==> src/rtl/anspwm_frame_seq.sv <==
// anspwm_frame_seq: frame sequencer and PWM generator for the ANS-PWM chain.
// Define ANSPWM_SAT_EN to clamp the corrected sum to 0..0xFFFF.
module anspwm_frame_seq #(
  parameter int NSTAGES  = 2,
  parameter int SETTLE   = 6,
  parameter int PWM_BITS = 8
) (
  input  logic                  clk,
  input  logic                  rst_n,
  input  logic                  in_valid,
  input  logic [15:0]           in_data,
  output logic                  in_ready,
  output logic [15:0]           stg_a,
  input  logic [16*NSTAGES-1:0] c_mag,
  input  logic [NSTAGES-1:0]    c_sgn,
  output logic [15:0]           duty,
  output logic                  pwm_out,
  output logic                  frame_start,
  output logic                  underrun
);

`ifdef ANSPWM_SAT_EN
  localparam int SW = 16 + $clog2(NSTAGES) + 2;
`else
  // modulo-2^16 result is identical to truncating the wide sum
  localparam int SW = 16;
`endif
  localparam int CW = (SETTLE > 1) ? $clog2(SETTLE) : 1;
  localparam logic [PWM_BITS-1:0] CMAX = '1;

  typedef enum logic [1:0] {
    ST_IDLE,
    ST_SETTLE,
    ST_SUM,
    ST_WAIT
  } state_t;

  state_t state, state_n;

  logic [PWM_BITS-1:0] cnt;
  logic [CW-1:0]       scnt, scnt_n;
  logic [15:0]         base;
  logic [15:0]         duty_next;
  logic [15:0]         sum_clip;
  logic [SW-1:0]       sum;
  logic                ready_flag;
  logic                wrap;
  logic                accept;
  logic                publish;

  assign wrap = (cnt == CMAX);

  always_comb begin
    state_n = state;
    scnt_n  = scnt;
    accept  = 1'b0;
    publish = 1'b0;
    unique case (state)
      ST_IDLE: begin
        if (in_valid && in_ready) begin
          accept  = 1'b1;
          scnt_n  = CW'(SETTLE - 1);
          state_n = ST_SETTLE;
        end
      end
      ST_SETTLE: begin
        if (scnt == '0) state_n = ST_SUM;
        else scnt_n = scnt - 1'b1;
      end
      ST_SUM: begin
        state_n = ST_WAIT;
      end
      ST_WAIT: begin
        if (wrap && ready_flag) begin
          publish = 1'b1;
          state_n = ST_IDLE;
        end
      end
      default: state_n = ST_IDLE;
    endcase
  end

  // base plus signed stage corrections, two's complement in SW bits
  always_comb begin
    sum = SW'(base);
    for (int i = 0; i < NSTAGES; i++) begin
      if (c_sgn[i]) sum = sum - SW'(c_mag[16*i +: 16]);
      else          sum = sum + SW'(c_mag[16*i +: 16]);
    end
  end

`ifdef ANSPWM_SAT_EN
  always_comb begin
    sum_clip = sum[15:0];
    if (sum[SW-1])          sum_clip = 16'h0000;
    else if (|sum[SW-2:16]) sum_clip = 16'hFFFF;
  end
`else
  assign sum_clip = sum[15:0];
`endif

  always_ff @(posedge clk or negedge rst_n) begin
    if (!rst_n) begin
      state      <= ST_IDLE;
      scnt       <= '0;
      in_ready   <= 1'b0;
      stg_a      <= '0;
      base       <= '0;
      duty_next  <= '0;
      ready_flag <= 1'b0;
      duty       <= '0;
    end else begin
      state    <= state_n;
      scnt     <= scnt_n;
      in_ready <= (state_n == ST_IDLE);
      if (accept) begin
        base  <= in_data;
        stg_a <= in_data;
      end
      if (state == ST_SUM) begin
        duty_next  <= sum_clip;
        ready_flag <= 1'b1;
      end
      if (publish) begin
        duty       <= duty_next;
        ready_flag <= 1'b0;
      end
    end
  end

  always_ff @(posedge clk or negedge rst_n) begin
    if (!rst_n) begin
      cnt         <= '0;
      frame_start <= 1'b0;
      underrun    <= 1'b0;
      pwm_out     <= 1'b0;
    end else begin
      cnt         <= cnt + 1'b1;
      frame_start <= wrap;
      underrun    <= wrap && (state != ST_WAIT);
      pwm_out     <= (cnt < duty[15 -: PWM_BITS]);
    end
  end

endmodule
==> config.mk <==
export PLATFORM = sky130hd
export DESIGN_NAME = anspwm_frame_seq
export DESIGN_NICKNAME = d
export VERILOG_FILES = /design/src/rtl/anspwm_frame_seq.sv
export SDC_FILE = /design/constraint.sdc
export NUM_CORES = 1
export LEC_CHECK = 0
export ABC_AREA = 1
export CAP_MARGIN = 0
export CELL_PAD_IN_SITES_DETAIL_PLACEMENT = 0
export CELL_PAD_IN_SITES_GLOBAL_PLACEMENT = 1
export CORE_MARGIN = 4
export CORE_UTILIZATION = 39
export CTS_CLUSTER_DIAMETER = 30
export DETAILED_ROUTE_END_ITERATION = 12
export GPL_ROUTABILITY_DRIVEN = 0
export PLACE_DENSITY_LB_ADDON = 0.25
export RECOVER_POWER = 50
export SLEW_MARGIN = 15
export SYNTH_ARGS = -nofsm -noshare
export SYNTH_HDL_FRONTEND = slang
export SYNTH_SLANG_ARGS = --single-unit
==> constraint.sdc <==
create_clock -name clk -period 4 [get_ports clk]
set_input_delay 1.2 -clock clk [delete_from_list [all_inputs] [get_ports clk]]
set_output_delay 1.2 -clock clk [all_outputs]
set_load 0.03 [all_outputs]
==> results of run 1 <==
==> cell type report <==
cell class / count / area (µm²) / share of cell area (%)
Clock buffer: 13 / 260 / 3.40
Clock inverter: 2 / 60.1 / 0.785
Inverter: 101 / 399 / 5.22
Multi-Input combinational cell: 452 / 3220 / 42.2
Sequential cell: 66 / 1650 / 21.6
Tap cell: 168 / 210 / 2.75
Timing Repair Buffer: 216 / 1840 / 24.1
==> per-layer routing <==
metal | wire, µm | global-route usage [%]
met1 | 5290 | 20.7
met5 | 0 | 0
met4 | 344 | 8.02
met3 | 563 | 3.82
met2 | 6560 | 33.9
==> where the power goes <==
part | switching (mW) | leakage, nW | total [mW] | internal (mW)
sequential | 0.109 | 0.829 | 0.929 | 0.820
clock | 0.287 | 0.156 | 0.863 | 0.577
combinational | 1.49 | 2.83 | 3.11 | 1.62
total | 1.88 | 3.81 | 4.91 | 3.02
==> worst max-delay path by stage <==
stage / startpoint / endpoint / slack (ps) / cells past startpoint
6_report: c_mag[0] / duty_next[14] / -120 / 27
5_1_grt: c_mag[0] / duty_next[15] / -410 / 28
4_1_cts: c_mag[0] / duty_next[15] / -40 / 27
3_5_place_dp: c_mag[1] / duty_next[15] / -1110 / 28
3_3_place_gp: c_mag[1] / duty_next[15] / -1000 / 28
2_1_floorplan: c_mag[1] / duty_next[15] / -90 / 27
==> state kept, by name, indices dropped and copies added (netlist names), 2 cells and up <==
register,count
base,16
duty,16
duty_next,16
cnt,8
scnt,3
state,2
==> per-stage QoR <==
step	hold WS (ps)	utilization, %	TNS (ps)
floorplan	435	-	-175
global route	492	63.2	-1950
finish	476	63.2	-266
global placement	455	56.0	-9430
detailed placement	471	56.0	-10730
CTS	482	61.8	-88.4
==> layout by cell type, fill, tap and decap left out, drive strengths merged <==
cell and instances:
nor3 5, dlygate4sd3 1, a21oi 41, clkbuf 15, xor2 28, xnor2 25
a31oi 4, o211ai 2, clkinv 1, a21boi 3, bufinv 2, nand3 31
dfrtp 66, o2111ai 1, o22ai 1, clkdlybuf4s15 4, ha 42, dlygate4sd2 4
clkdlybuf4s50 74, nor4 1, o21ai 39, a21o 2, inv 100, buf 131
a41oi 1, nand4 1, nand3b 1, fa 2, nand2 131, o31ai 3
mux2 22, or2 7, o21bai 3, nor2 56
==> cell families (layout without fill, tap and decap cells) <==
| kind of cell | after synthesis | in the layout |
|---|---|---|
| buffers and inverters | 109 | 332 |
| AO/OA/AOI/OAI | 100 | 100 |
| multiplexers | 22 | 22 |
| adder cells (fa/ha/maj) | 44 | 44 |
| flip-flops | 66 | 66 |
| XOR/XNOR | 53 | 53 |
| AND/OR/NAND/NOR | 233 | 233 |
==> timing repair <==
action | CTS | global route
setup endpoints to repair | 12 | 9
resized for setup | 90 | 39
buffers inserted | 22 | 10
pin swaps | 62 | 37
==> worst max-delay path, stage by stage <==
cell,delay (ps)
buf_8,110
inv_8,40
ha_4,140
nand2_4,60
nor3_4,200
nand2_2,110
nor2_4,130
nor2_1,60
xor2_1,140
inv_1,80
ha_4,290
nand2_1,60
inv_2,60
nand3_2,70
a21oi_2,140
nor2_2,70
o21bai_1,160
xor2_1,160
ha_1,290
buf_6,140
buf_4,130
nand2_4,70
o21ai_2,60
a21oi_2,120
nand3_1,80
nand3_1,80
o21ai_1,70
==> metrics, run 1 <==
outcome=complete, but fails checks; failing checks=max-capacitance violations, max-slew violations, negative setup slack; Core Area=12100 µm²; Seq/Total Area, Yosys=33.9%; Synth Area in Adders=11.6%; DRT iter0 DRCs=177; Die Ht=120 µm; area grow syn2layout=56.8%; vias after detailed routing=4746; number of synthesized register bits=66; ant diodes=0; vias in the first global route=4898; cell taking the most area after synthesis=dfrtp_1; CTS HTree Levels=3; Hold EP=duty_next[5]; maximum clock path buffer count=2; number of synthesized flops with an enable pin=0; global-route wire length before repair=21600 µm; Max FO, Critical Path=4; cts hold-fix bufs=0; CP required=4210 ps; PortBufs=88; DP Worst Slack=-1110 ps; CTS buffer count=9; syn_nets=724; Root Driver=clkbuf_16; Least-Margin Pin Slew=2040 ps; hold depth=2; Tot GR Track Use=18.5%; Initial Utilization=40.3%; final std cells w/o fill=1018; DRT antenna net count=0; peak supply drop=291 µV; post-synth top area share=33.9%; Crit Path Category=input pin to flip-flop; Worst setup EP type=flip-flop; maximum clock rate=0.242 GHz; worst hold start=duty_next[5]; Core Rows=40; Reg-to-Reg End=duty_next[13]; DRT Wirelength=12800 µm; placed cells=972; Fill cells=1059; cell count after synthesis=627; ys async rst share=100%; Fin. Hold Viols=0; reg2reg setup slack=880 ps; DRC Markers=0; area share of and/or/nand/nor cells after synthesis=20.1%; largest net degree at the start of global routing=39; Top FF cell, synth=dfrtp_1; Static Leak=3.81 nW; WL per Instance=12.5 µm; Die X-Extent=120 µm; Yosys Warn Count=0; DP HPWL=9940 µm; Final Setup Violations=5; Startpoint Class=input pin; Compound-Gate Fraction of Synth Area=11.2%; dpl cell area=6780 µm²; Tot Pwr=4.91 mW; final setup margin=-124 ps; largest family of logic cells by synthesized area=simple AND/OR/NAND/NOR gates; Clock Skew=9.89 ps; worst path arrival time=4340 ps; antenna violations before repair=0; FF-to-FF Start=base[0]; Worst Reg2Reg Path Length in Cells=18; Commonest cells post-synth=131 x nand2_1, 100 x inv_1, 66 x dfrtp_1, 55 x nor2_1, 42 x ha_1; Syn Area/Cell=7.78 µm²; gr ovfl total=0; Syn Std Cell Area=4880 µm²; vias per cell=4.66; Tmin final=4120 ps; Final Cell Area=7650 µm²; min-delay worst type=flip-flop to flip-flop; clk_lat worst skew=340 ps; nets@finish=943; die area=14400 µm²; Synth Area in XOR/XNOR=9.52%; share of cells above drive strength 1=31.1%; mux share of post-synthesis cell area=5.16%; top-count cell post-synth=nand2_1; RSZ-0062 raised after global routing=true; 1st-pass router iterations=6; Synth area leaders=dfrtp_1 34%, ha_1 11%, nand2_1 10%; Cell Pwr Density=641 nW/µm²; Worst-path clk slew=60 ps; period utilization=103%; CTS tree=done; maxcap violations=1; IO Pins=89; Relative slew margins=-35.7%; clk sinks=66; final-report max-slew violation count=39; Netlist cell types=38
No activity file was read; power rests on OpenSTA's default activity.
==> inputs of run 2 (changes only) <==
- CORE_UTILIZATION: 39 -> 47
- DONT_BUFFER_PORTS: default -> 1
==> run 2 against run 1 <==
Effect of this change:
- the run ends with negative setup slack left
- via count fell by 12%
- clock power fell by 23%
- critical path depth fell by 5
- global-route usage rose by 1.6 points
- non-clock buffer count fell by 145
- power fell by 13%
- register-to-register slack got worse by 300 ps
- critical endpoint is now duty_next[15]
- highest routed layer unchanged
==> metrics, run 2 (synthesis gave the netlist of run 1 again) <==
outcome=complete, but fails checks (unchanged); min-delay worst type=flip-flop to flip-flop (unchanged); IO Pins=89 (unchanged); RSZ-0062 raised after global routing=true (unchanged); Startpoint Class=input pin (unchanged); die area=12100 µm² (was 14400 µm²); Fill cells=862 (was 1059); vias after detailed routing=4199 (was 4746); nets@finish=798 (was 943); FF-to-FF Start=base[0] (unchanged); Die Ht=110 µm (was 120 µm); largest net degree at the start of global routing=67 (was 39); CTS tree=done (unchanged); DRT antenna net count=0 (unchanged); Worst-path clk slew=80 ps (was 60 ps); maximum clock rate=0.247 GHz (was 0.242 GHz); gr ovfl total=0 (unchanged); clk_lat worst skew=350 ps (was 340 ps); CP required=4250 ps (was 4210 ps); vias in the first global route=4240 (was 4898); Static Leak=3.17 nW (was 3.81 nW); final setup TNS=-48.1 ps (was -266 ps); Logic pwr share=60.5% (was 63.5%); CTS buffer count=9 (unchanged); Least-Margin Pin Slew=1040 ps (was 2040 ps); Tot Pwr=4.29 mW (was 4.91 mW); Core Rows=36 (was 40); vias per cell=5.00 (was 4.66); commonest non-fill, non-tap cell in the layout=nand2_1 (was buf_4); Root Driver=clkbuf_8 (was clkbuf_16); worst path arrival time=4290 ps (was 4340 ps); internal power=2.50 mW (was 3.02 mW); maximum clock path buffer count=2 (unchanged); Tmin final=4050 ps (was 4120 ps); Cell Pwr Density=698 nW/µm² (was 641 nW/µm²); global-route wire length before repair=19000 µm (was 21600 µm); switching share of power=41.6% (was 38.4%); clk sinks=66 (unchanged); ant diodes=0 (unchanged); DP HPWL=9180 µm (was 9940 µm); Core Area=9950 µm² (was 12100 µm²); clock power share=15.6% (was 17.6%); maxcap violations=0 (was 1); Relative slew margins=30.5% (was -35.7%); Final Setup Violations=1 (was 5); CTS HTree Levels=3 (unchanged); failing checks=negative setup slack (was max-capacitance violations, max-slew violations, negative setup slack); dpl cell area=5590 µm² (was 6780 µm²); Tot GR Track Use=20.1% (was 18.5%); share of cells above drive strength 1=25.2% (was 31.1%); DRT iter0 DRCs=201 (was 177); area grow syn2layout=25.8% (was 56.8%); Worst setup EP type=flip-flop (unchanged); worst hold start=cnt[0] (was duty_next[5]); Final Cell Area=6140 µm² (was 7650 µm²); Crit Path Category=input pin to flip-flop (unchanged); Initial Utilization=49.0% (was 40.3%); antenna violations before repair=0 (unchanged); peak supply drop=345 µV (was 291 µV); Flop pwr share=23.9% (was 18.9%); DRT Wirelength=11700 µm (was 12800 µm); final setup margin=-48.1 ps (was -124 ps); Clock Skew=8.83 ps (was 9.89 ps); period utilization=101% (was 103%); DRC Markers=0 (unchanged); final-report max-slew violation count=0 (was 39); Worst Setup SP=c_mag[2] (was c_mag[0]); Max FO, Critical Path=4 (unchanged); Fin. Hold Viols=0 (unchanged); sw power=1.78 mW (was 1.88 mW); Die X-Extent=110 µm (was 120 µm); WL per Instance=14.0 µm (was 12.5 µm); most frequent cells in the layout=119 x nand2_1, 97 x inv_1, 69 x buf_4 (was 123 x buf_4, 111 x nand2_1, 91 x inv_1); PortBufs=0 (was 88); Regs by FF count=base x16, duty x16, duty_next x16 (unchanged); 1st-pass router iterations=4 (was 6)
==> run 2: changes by cell type in the layout (fill, tap and decap cells not counted), sizes merged <==
cell           change
clkinvlp           +1
clkbuf             -4
clkinv             +2
dlygate4sd2        -4
clkdlybuf4s15      -4
dlygate4sd3        -1
clkdlybuf4s50     -74
buf               -60
==> run 2: per-layer routing <==
layer / track usage [%] / routed length [µm]
met5: 0 / 0
met4: 6.41 / 150
met3: 5.05 / 539
met2: 34.2 / 5830
met1: 24.9 / 5220
==> run 2: worst paths after layout <==
check | slack (ps) | cells after the start | endpoint
worst max-delay path | -50 | 22 | duty_next[15]
worst min-delay path | 470 | 1 | cnt[0]
worst max register to register | 580 | 17 | duty_next[15]
worst min register to register | 470 | 1 | cnt[0]
max in group asynchronous | 3360 | 0 | duty_next[9]
min in group asynchronous | 540 | 0 | base[4]
==> run 2: power groups by stage <==
| stage | Combinational, mW | Sequential [mW] | Clock [mW] |
|---|---|---|---|
| global route | 2.91 | 1.05 | 0.714 |
| detailed placement | 2.24 | 1.04 | 0 |
| floorplan | 1.44 | 1.00 | 0 |
| global placement | 2.20 | 1.04 | 0 |
| CTS | 2.30 | 1.03 | 0.683 |
| finish | 2.59 | 1.03 | 0.667 |
==> run 2: layout make-up <==
type | instances | area, µm² | area share (%)
clock buffers | 11 | 151 | 2.47
flip-flops and latches | 66 | 1650 | 26.9
inverters | 101 | 418 | 6.81
well taps | 133 | 166 | 2.71
repair buffers | 71 | 541 | 8.81
multi-input cells | 452 | 3120 | 50.9
clock inverters | 5 | 85.1 | 1.39
==> run 2: through the flow <==
stage | setup slack (ps) | instances | utilization [%] | hold slack (ps)
finish | -48.1 | 839 | 61.6 | 466
floorplan | -92.7 | 627 | - | 435
detailed placement | -517 | 812 | 56.1 | 460
global placement | -404 | 812 | 56.1 | 452
global route | -352 | 839 | 61.6 | 502
CTS | -6.90 | 830 | 59.1 | 471
==> run 2: repair_timing <==
action	4_1_cts	5_1_grt
hold buffers	0	0
resized for setup	12	50
setup endpoints to repair	3	8
buffers inserted	2	9
cloned	0	0
pin swaps	15	27
==> run 2: worst max-delay path: stages <==
cell and delay [ps]:
nor2_1 140, nand2_2 150, nor2_2 170, a21oi_1 100
xor2_1 140, inv_1 60, ha_1 320, buf_4 170
nand2_2 80, inv_1 50, nand4_1 90, o2111ai_1 150
xor2_1 190, ha_1 360, nand2_1 90, nor3_2 170
inv_1 80, buf_4 130, o211ai_1 210, nand3_1 110
nand3_1 70, nand2_1 60
